===== src/rtl/kypd_scanner.sv =====
// -----------------------------------------------------------------------------
// kypd_scanner
//
// Purpose:
//   Scans a 4x4 matrix keypad (Pmod KYPD layout). The scanner drives one column
//   low at a time and samples the rows. A full frame of row samples becomes a
//   single key code. That code is debounced over a number of identical frames
//   and then presented as a 4-bit key value with press and valid strobes. The
//   key value feeds the keypad decoder on the tone path.
//
//   Scan sequence (one frame = 4*(SCAN_DIV+1)+1 cycles):
//     SETTLE (SCAN_DIV cycles) -> SAMPLE (1 cycle)   repeated for columns 0..3
//     EVAL   (1 cycle) after column 3, then back to column 0.
//
//   Key map (row r, column c):
//     r0: 1 2 3 A
//     r1: 4 5 6 B
//     r2: 7 8 9 C
//     r3: 0 F E D
//   Among all low row bits of a frame, the lowest column wins, then the lowest
//   row. A frame with no low row bit yields the internal code "none". This
//   code is a fifth value, kept separate from key 0.
//
// Parameters:
//   SCAN_DIV      settle cycles per column before sampling (>= 3)
//   DEBOUNCE_CNT  identical frames needed to accept a press/release (>= 2)
//
// Ports:
//   clk_i          system clock, rising edge
//   rst_ni         synchronous active-low reset
//   row_i[3:0]     keypad rows, active-low, asynchronous to clk_i
//   col_o[3:0]     column drive, active-low one-hot
//   key_value_o    debounced key code, 4'h0 when no key is held
//   key_pressed_o  high while a debounced key is held
//   key_valid_o    one-cycle pulse when a new pressed key is accepted
// -----------------------------------------------------------------------------
module kypd_scanner #(
  parameter int SCAN_DIV     = 100000,
  parameter int DEBOUNCE_CNT = 20
) (
  input  logic       clk_i,
  input  logic       rst_ni,
  input  logic [3:0] row_i,
  output logic [3:0] col_o,
  output logic [3:0] key_value_o,
  output logic       key_pressed_o,
  output logic       key_valid_o
);

  localparam int SET_W = (SCAN_DIV > 1) ? $clog2(SCAN_DIV) : 1;
  localparam int STB_W = (DEBOUNCE_CNT > 1) ? $clog2(DEBOUNCE_CNT) : 1;

  localparam logic [SET_W-1:0] SETTLE_LAST = SET_W'(SCAN_DIV - 1);
  localparam logic [STB_W-1:0] STABLE_MAX  = STB_W'(DEBOUNCE_CNT - 1);

  // Bit 4 set marks "no key in this frame"; the low nibble is then don't-care.
  localparam logic [4:0] CODE_NONE = 5'h10;

  typedef enum logic [1:0] {
    ST_SETTLE = 2'd0,
    ST_SAMPLE = 2'd1,
    ST_EVAL   = 2'd2
  } state_t;

  state_t           state;
  logic [1:0]       col_idx;
  logic [SET_W-1:0] settle_cnt;
  logic [STB_W-1:0] stable_cnt;
  logic [4:0]       prev_code;
  logic [4:0]       deb_code;
  logic [3:0][3:0]  row_lat;     // row_lat[column][row], active-low

  logic [3:0]       row_p0;
  logic [3:0]       row_p1;

  logic [4:0]       code_now;
  logic [STB_W-1:0] stable_nxt;
  logic             accept;

  // ---------------------------------------------------------------------------
  // Helper functions
  // ---------------------------------------------------------------------------

  // Active-low one-hot column drive for a column index.
  function automatic logic [3:0] col_drive(input logic [1:0] idx);
    return ~(4'b0001 << idx);
  endfunction

  // Physical keypad position to key code.
  function automatic logic [3:0] key_map(input logic [1:0] r, input logic [1:0] c);
    logic [3:0] k;
    case ({r, c})
      4'b00_00: k = 4'h1;
      4'b00_01: k = 4'h2;
      4'b00_10: k = 4'h3;
      4'b00_11: k = 4'hA;
      4'b01_00: k = 4'h4;
      4'b01_01: k = 4'h5;
      4'b01_10: k = 4'h6;
      4'b01_11: k = 4'hB;
      4'b10_00: k = 4'h7;
      4'b10_01: k = 4'h8;
      4'b10_10: k = 4'h9;
      4'b10_11: k = 4'hC;
      4'b11_00: k = 4'h0;
      4'b11_01: k = 4'hF;
      4'b11_10: k = 4'hE;
      default:  k = 4'hD;
    endcase
    return k;
  endfunction

  // Priority encode a frame. The scan walks from the highest position down,
  // so the last hit written is the lowest column, then the lowest row.
  function automatic logic [4:0] frame_code(input logic [3:0][3:0] rows);
    logic [4:0] code;
    code = CODE_NONE;
    for (int c = 3; c >= 0; c--) begin
      for (int r = 3; r >= 0; r--) begin
        if (!rows[c][r]) begin
          code = {1'b0, key_map(2'(r), 2'(c))};
        end
      end
    end
    return code;
  endfunction

  // Stable-frame counter increment that holds at DEBOUNCE_CNT-1. Holding
  // there prevents a long hold from wrapping around and re-triggering.
  function automatic logic [STB_W-1:0] sat_inc(input logic [STB_W-1:0] cnt);
    return (cnt == STABLE_MAX) ? cnt : cnt + 1'b1;
  endfunction

  // ---------------------------------------------------------------------------
  // Stage p0/p1: two-flop synchroniser for the asynchronous row inputs
  // ---------------------------------------------------------------------------
  always_ff @(posedge clk_i) begin
    row_p0 <= row_i;
    row_p1 <= row_p0;
  end

  // ---------------------------------------------------------------------------
  // Frame evaluation (used only in EVAL)
  // ---------------------------------------------------------------------------
  always_comb begin
    code_now   = frame_code(row_lat);
    stable_nxt = (code_now == prev_code) ? sat_inc(stable_cnt) : '0;
    // Accept only when enough identical frames have been seen and the code
    // actually moves the debounced state. A saturated hold therefore stays
    // silent.
    accept     = (stable_nxt == STABLE_MAX) && (code_now != deb_code);
  end

  // ---------------------------------------------------------------------------
  // Scan / debounce FSM with registered outputs
  // ---------------------------------------------------------------------------
  always_ff @(posedge clk_i) begin
    if (!rst_ni) begin
      state         <= ST_SETTLE;
      col_idx       <= 2'd0;
      col_o         <= 4'b1110;
      settle_cnt    <= '0;
      stable_cnt    <= '0;
      prev_code     <= CODE_NONE;
      deb_code      <= CODE_NONE;
      row_lat       <= '1;
      key_value_o   <= 4'h0;
      key_pressed_o <= 1'b0;
      key_valid_o   <= 1'b0;
    end else begin
      key_valid_o <= 1'b0;
      case (state)
        ST_SETTLE: begin
          if (settle_cnt == SETTLE_LAST) begin
            settle_cnt <= '0;
            state      <= ST_SAMPLE;
          end else begin
            settle_cnt <= settle_cnt + 1'b1;
          end
        end

        ST_SAMPLE: begin
          row_lat[col_idx] <= row_p1;
          if (col_idx == 2'd3) begin
            // Column 3 stays driven through EVAL. The wrap to column 0
            // happens on the edge leaving EVAL.
            state <= ST_EVAL;
          end else begin
            col_idx <= col_idx + 2'd1;
            col_o   <= col_drive(col_idx + 2'd1);
            state   <= ST_SETTLE;
          end
        end

        ST_EVAL: begin
          prev_code  <= code_now;
          stable_cnt <= stable_nxt;
          if (accept) begin
            deb_code <= code_now;
            if (code_now[4]) begin
              key_value_o   <= 4'h0;
              key_pressed_o <= 1'b0;
            end else begin
              key_value_o   <= code_now[3:0];
              key_pressed_o <= 1'b1;
              key_valid_o   <= 1'b1;
            end
          end
          col_idx <= 2'd0;
          col_o   <= 4'b1110;
          state   <= ST_SETTLE;
        end

        default: begin
          state <= ST_SETTLE;
        end
      endcase
    end
  end

endmodule


===== config.mk =====
export PLATFORM = sky130hd
export DESIGN_NAME = kypd_scanner
export DESIGN_NICKNAME = d
export VERILOG_FILES = /design/src/rtl/kypd_scanner.sv
export SDC_FILE = /design/constraint.sdc
export NUM_CORES = 1
export LEC_CHECK = 0
export ABC_AREA = 1
export CAP_MARGIN = 10
export CORE_ASPECT_RATIO = 0.7
export CORE_UTILIZATION = 44
export DETAILED_ROUTE_END_ITERATION = 8
export GPL_ROUTABILITY_DRIVEN = 0
export PLACE_DENSITY_LB_ADDON = 0.15
export SLEW_MARGIN = 20
export SYNTH_ARGS = -nofsm -noshare
export SYNTH_HDL_FRONTEND = slang
export SYNTH_SLANG_ARGS = --single-unit

===== constraint.sdc =====
create_clock -name clk_i -period 2.2 [get_ports clk_i]
set_input_delay 0.44 -clock clk_i [delete_from_list [all_inputs] [get_ports clk_i]]
set_output_delay 0.44 -clock clk_i [all_outputs]
set_load 0.005 [all_outputs]

Word-level counts from Yosys, hierarchy flattened:

Cells that the tools add are included.

* input bits: 6
* register bits: 70

* bitwise logic cells: 1
* multiplexer cells: 31
* shift-type cells: 1
* $add $sub $neg: 3
* magnitude comparators: 2
* eq/ne operators: 10
* reductions and logical operators: 7

Operators with widths (number)
* 2-to-1 mux 5 bit: 18
* adder 17 x 1 -> 17 bit (second input constant): 1
* == test 17 bit (second input constant): 1
* 2-to-1 mux 17 bit: 1
* bitwise mux 16 bit: 1
* 2-to-1 mux 4 bit: 3
* == test 5 bit (second input constant): 2
* demux 4 bit (select 2 bit): 1
* case mux 2 bit (2 select lines): 2
* case mux 4 bit (2 select lines): 1
* 2-to-1 mux 2 bit: 3
* adder 5 x 1 -> 5 bit (second input constant): 1
* == test 5 bit: 1
* != test 5 bit: 1
* == test 2 bit (second input constant): 2
* != test 2 bit (second input constant): 2
* NOT 4 bit: 1
* AND reduction 2 bit: 2
* left shift 1 x 2 -> 4 bit (first input constant): 1
* less-than comparator 2 x 3 -> 1 bit (second input constant): 1
* AND reduction 3 bit: 1
* adder 2 x 1 -> 2 bit (second input constant): 1
* == test 2 x 1 -> 1 bit (second input constant): 1
* greater-or-equal comparator 2 x 1 -> 1 bit (second input constant): 1
* other kinds (4): 5

Longest topological paths before layout:

* depth in word-level cells: 21
* gate-level depth with buffers: 22

Least setup slack after synthesis:

Ideal clock, no wire load.

* path kind: flip-flop to flip-flop
* start: register row_lat[0] in the netlist's numbering
* end: register deb_code[1]
* path slack: 0.249 ns
* library setup time: 0.114 ns
* stages on the path, launching flop included: 15
* data required time: 2.086 ns
* arrival time: 1.838 ns
* cells stage by stage: dfxtp_1 -> buf_4 -> nand2_2 -> inv_1 -> nand4_1 -> nor2_2 -> xnor2_1 -> nand3_1 -> nor2_1 -> nand3_1 -> nor3_2 -> nand3_2 -> buf_6 -> nand3_1 -> nand2_1

* cells in the longest elaborated chain, start to end: 6

Ends and longest elaborated chain
* start, declared: line 71 `logic [3:0][3:0] row_lat;`
* start signal, assigned by index: line 183 `row_lat[col_idx] <= row_p1;`
* 2-to-1 mux 5 bit *: line 120 `if (!rows[c][r]) begin`
* == test 5 bit: line 147 `stable_nxt = (code_now == prev_code) ? sat_inc(stable_cnt) : '0;`
* 2-to-1 mux 5 bit: line 147
* == test 5 bit: line 151 `accept = (stable_nxt == STABLE_MAX) && (code_now != deb_code);`
* logical AND 1 bit: line 151
* AND reduction 2 bit (no source line)
* end signal, assigned: line 199 `deb_code <= code_now;`
* end, declared: line 70 `logic [4:0] deb_code;`

Mark *: on every way between the ends. The rest lies on a longest branch, timed or not.
A chain may end at the register's enable or synchronous reset.

Worst setup path after layout:

* start: register row_lat[6] in the netlist's numbering
* end: register deb_code[4]

* cells in the longest elaborated chain, start to end: 12

Ends and longest elaborated chain (line)
* 2-to-1 mux 5 bit * (7 in series): 120
* == test 5 bit: 147
* 2-to-1 mux 5 bit: 147
* == test 5 bit: 151
* logical AND 1 bit: 151
* AND reduction 2 bit (no source line)

Marks and branches as above.

==> flow_summary.yaml <==
routing:
  drc: 0
  drtPass1Iterations: 5
  antenna_left: 0
  route.met2.wl_microns: 2810
  routedWlPerCell_microns: 12.5
  route.met3.wl_microns: 321
  drt_iter0_drc: 154
  vias: 2791
  routed_via_density: 4.88
  highest-signal-layer: "met4"
  met1_length_microns: 3930
  drt_wl_total_microns: 7150
worst_setup_path:
  crit_start: "row_lat[6]"
  r2r-start: "row_lat[6]"
  cp_slowest_cell: "dfxtp_4"
  crit_chain: "nand2_1 -> nor2_2 -> nand4_1 -> nor2_2 -> buf_4 -> buf_4 -> xnor2_1 -> nand3_1 -> nor2_1 -> nand3_1 -> nor2_1 -> nor2_1 -> nand3_2 -> buf_12 -> nand2_2 -> nand2_2 -> nand2_1"
  end_kind: "register"
  rr_worst_depth: 17
  crit_path_max_fanout: 8
  r2r_slack_ns: 0.08
  r2r_end: "deb_code[4]"
  worstSetupPathType: "register to register"
  worstPathArrival_ns: 2.38
  crit_required_ns: 2.46
  slowest_delay_ns: 0.37
  crit_path_frequent_cell: "nor2_1"
  startpoint_type: "register"
final_layout:
  final_area_sq_um: 3900
  fillers: 640
  n_antenna_cell: 0
  final_common_cell: "nand2_1"
  drive_above_1_share_pct: 18.4
  fin_nets: 486
  final_cell_mix: "nand2_1 (116), dfxtp_1 (56), inv_1 (47)"
  area_growth_pct: 22.5
synthesis:
  synth_seq_cells: 70
  yosysWarnings: 0
  synthCells: 436
  synth_cell_types: 31
  syn_area_sq_um: 3190
  synth.avg_cell_area_sq_um: 7.31
  ys_seq_area_share_pct: 44.0
  syn-num-nets: 449
die:
  chipWidth_microns: 104
  coreArea_sq_um: 6880
  start_util_pct: 46.3
  die_area_sq_um: 7590
  row_count: 25
  ios: 16
  die_y_microns: 73.2
sta:
  setup_violations: 0
  slew_headroom_pct: 63.0
  skew_ns: 0.0127
  holdWs_ns: 0.321
  drv_slew: 0
  rsz0062_at_grt: "true"
  hold_viol: 0
  period_needed_ns: 2.12
  max_slew.worst_pin.slew_ns: 0.555
  period_share_pct: 96.4
  maxClockFrequency_mhz: 472
global_routing:
  grt_use_total_pct: 19.7
  grt_pass1_vias: 2566
  grt_overflow: 0
  grt_max_degree: 25
  antenna_found_initial: 0
  grt_pass1_wl_microns: 11800
flow_run:
  drv_cap: 0
cts:
  clk_pin_slew_worst_paths_ns: 0.08
  htreeDepth: 3
  cts_buffer_depth: 2
  cts.sinks: 70
  cts_made_buffers: 9
  cts-root-buf: "clkbuf_8"
  cts_tree: "done"
  worstSkewPairLatency_ns: 0.36
placed_design:
  io_buffers: 15
  place_area_sq_um: 3520
  dp_hpwl_microns: 4930
power:
  switching_power_w: 0.000516
  power.share.switching_pct: 21.8
  power_leakage_nw: 1.76
  power_density_nw_per_um2: 605
  finalPower_w: 0.00236
  max-vdd-ir-drop_mv: 0.355
  power_frac_comb_pct: 1.9
  seqPwrFrac_pct: 54.4
  p_int_w: 0.00185
  p_clk_share_pct: 43.7
min_path:
  min_from: "row_p0[1]"
  min_to: "row_p1[1]"
  min_path_type: "register to register"
  hold_depth: 0
run_status:
  status: "finished clean"
-- state kept, by name (all words and copies together), names as in the netlist, 5 cells and up --
name	flops
deb_code	5
prev_code	5
row_lat	16
settle_cnt	17
stable_cnt	5
-- logic make-up (layout without fill, tap and decap cells) --
kind of cell	after synthesis	after routing	synth area share, %
and+or+nand+nor	239	239	33.4
DFF	70	70	44.0
buffers and inverters	60	102	7.50
AOI/OAI and AO/OA	43	43	7.66
xor gates and xnor gates	16	16	4.40
adders and majority gates	7	7	2.75
muxes	1	1	0.314
-- synthesized netlist by cell type, drive strengths merged --
cell type / number / share of area, %
nand2: 130 / 16
dfxtp: 70 / 44
inv: 49 / 5.8
nor2: 45 / 5.5
nand3: 39 / 7.1
a21oi: 18 / 2.8
o21ai: 13 / 2.0
nor3: 12 / 2.2
xor2: 12 / 3.3
ha: 7 / 2.7
clkbuf: 6 / 0.71
nand4: 5 / 0.98
a211oi: 4 / 0.94
buf: 4 / 0.90
nand3b: 4 / 0.94
xnor2: 4 / 1.1
nor4: 3 / 0.59
o211ai: 3 / 0.71
o22ai: 3 / 0.59
and3: 1 / 0.20
clkinv: 1 / 0.12
mux2i: 1 / 0.31
o211a: 1 / 0.31
o31ai: 1 / 0.24
-- worst max-delay path: cells and delay by family (launching register included) --
family | cells | cell delay [ns]
AND/OR/NAND/NOR | 13 | 1.19
XOR/XNOR | 1 | 0.11
buffers and inverters | 3 | 0.39
flip-flops | 1 | 0.37
-- power by group through the flow --
stage               logic (W)  registers [W]  clock network, W
finish              0.0000447        0.00128           0.00103
floorplan           0.0000257        0.00131                 0
CTS                 0.0000444        0.00129           0.00106
global route        0.0000493        0.00129           0.00112
global placement    0.0000439        0.00132                 0
detailed placement  0.0000442        0.00132                 0
-- stage by stage --
| stage | instances | setup slack [ns] | utilization [%] | setup TNS, ns |
|---|---|---|---|---|
| 2_1_floorplan | 436 | 0.249 | - | 0 |
| 3_3_place_gp | 549 | 0.0982 | 51.1 | 0 |
| 3_5_place_dp | 549 | 0.0504 | 51.1 | 0 |
| 4_1_cts | 565 | 0.0254 | 54.1 | 0 |
| 5_1_grt | 572 | -0.0992 | 56.7 | -0.806 |
| 6_report | 572 | 0.0796 | 56.7 | 0 |
-- metal layers --
metal,track usage (%),vias up
li1,-,1468
met1,28.7,1258
met2,27.7,56
met3,5.09,9
met4,7.46,0
met5,0,-
-- timing repair --
| action | in CTS | in global routing |
|---|---|---|
| hold buffers | 0 | 0 |
| gates resized for setup | 0 | 42 |
| setup buffers | 0 | 6 |
| setup endpoints to repair | 0 | 13 |
-- area by class of cell --
cell class	instances	area [sq um]	share of cell area (%)
multi-input cells	306	1630	41.8
flip-flops and latches	70	1430	36.6
repair buffers	36	338	8.66
inverters	50	188	4.81
clock buffers	11	141	3.62
well taps	94	118	3.01
clock inverters	5	58.8	1.51
-- how the worst max path moves through the flow --
stage	endpoint	slack (ns)
after floorplan	deb_code[1]	0.25
after global placement	key_value_o[0]	0.1
after detailed placement	key_pressed_o	0.05
after CTS	key_pressed_o	0.03
after global routing	key_pressed_o	-0.1
final	deb_code[4]	0.08
(Power assumes the default switching activity.)
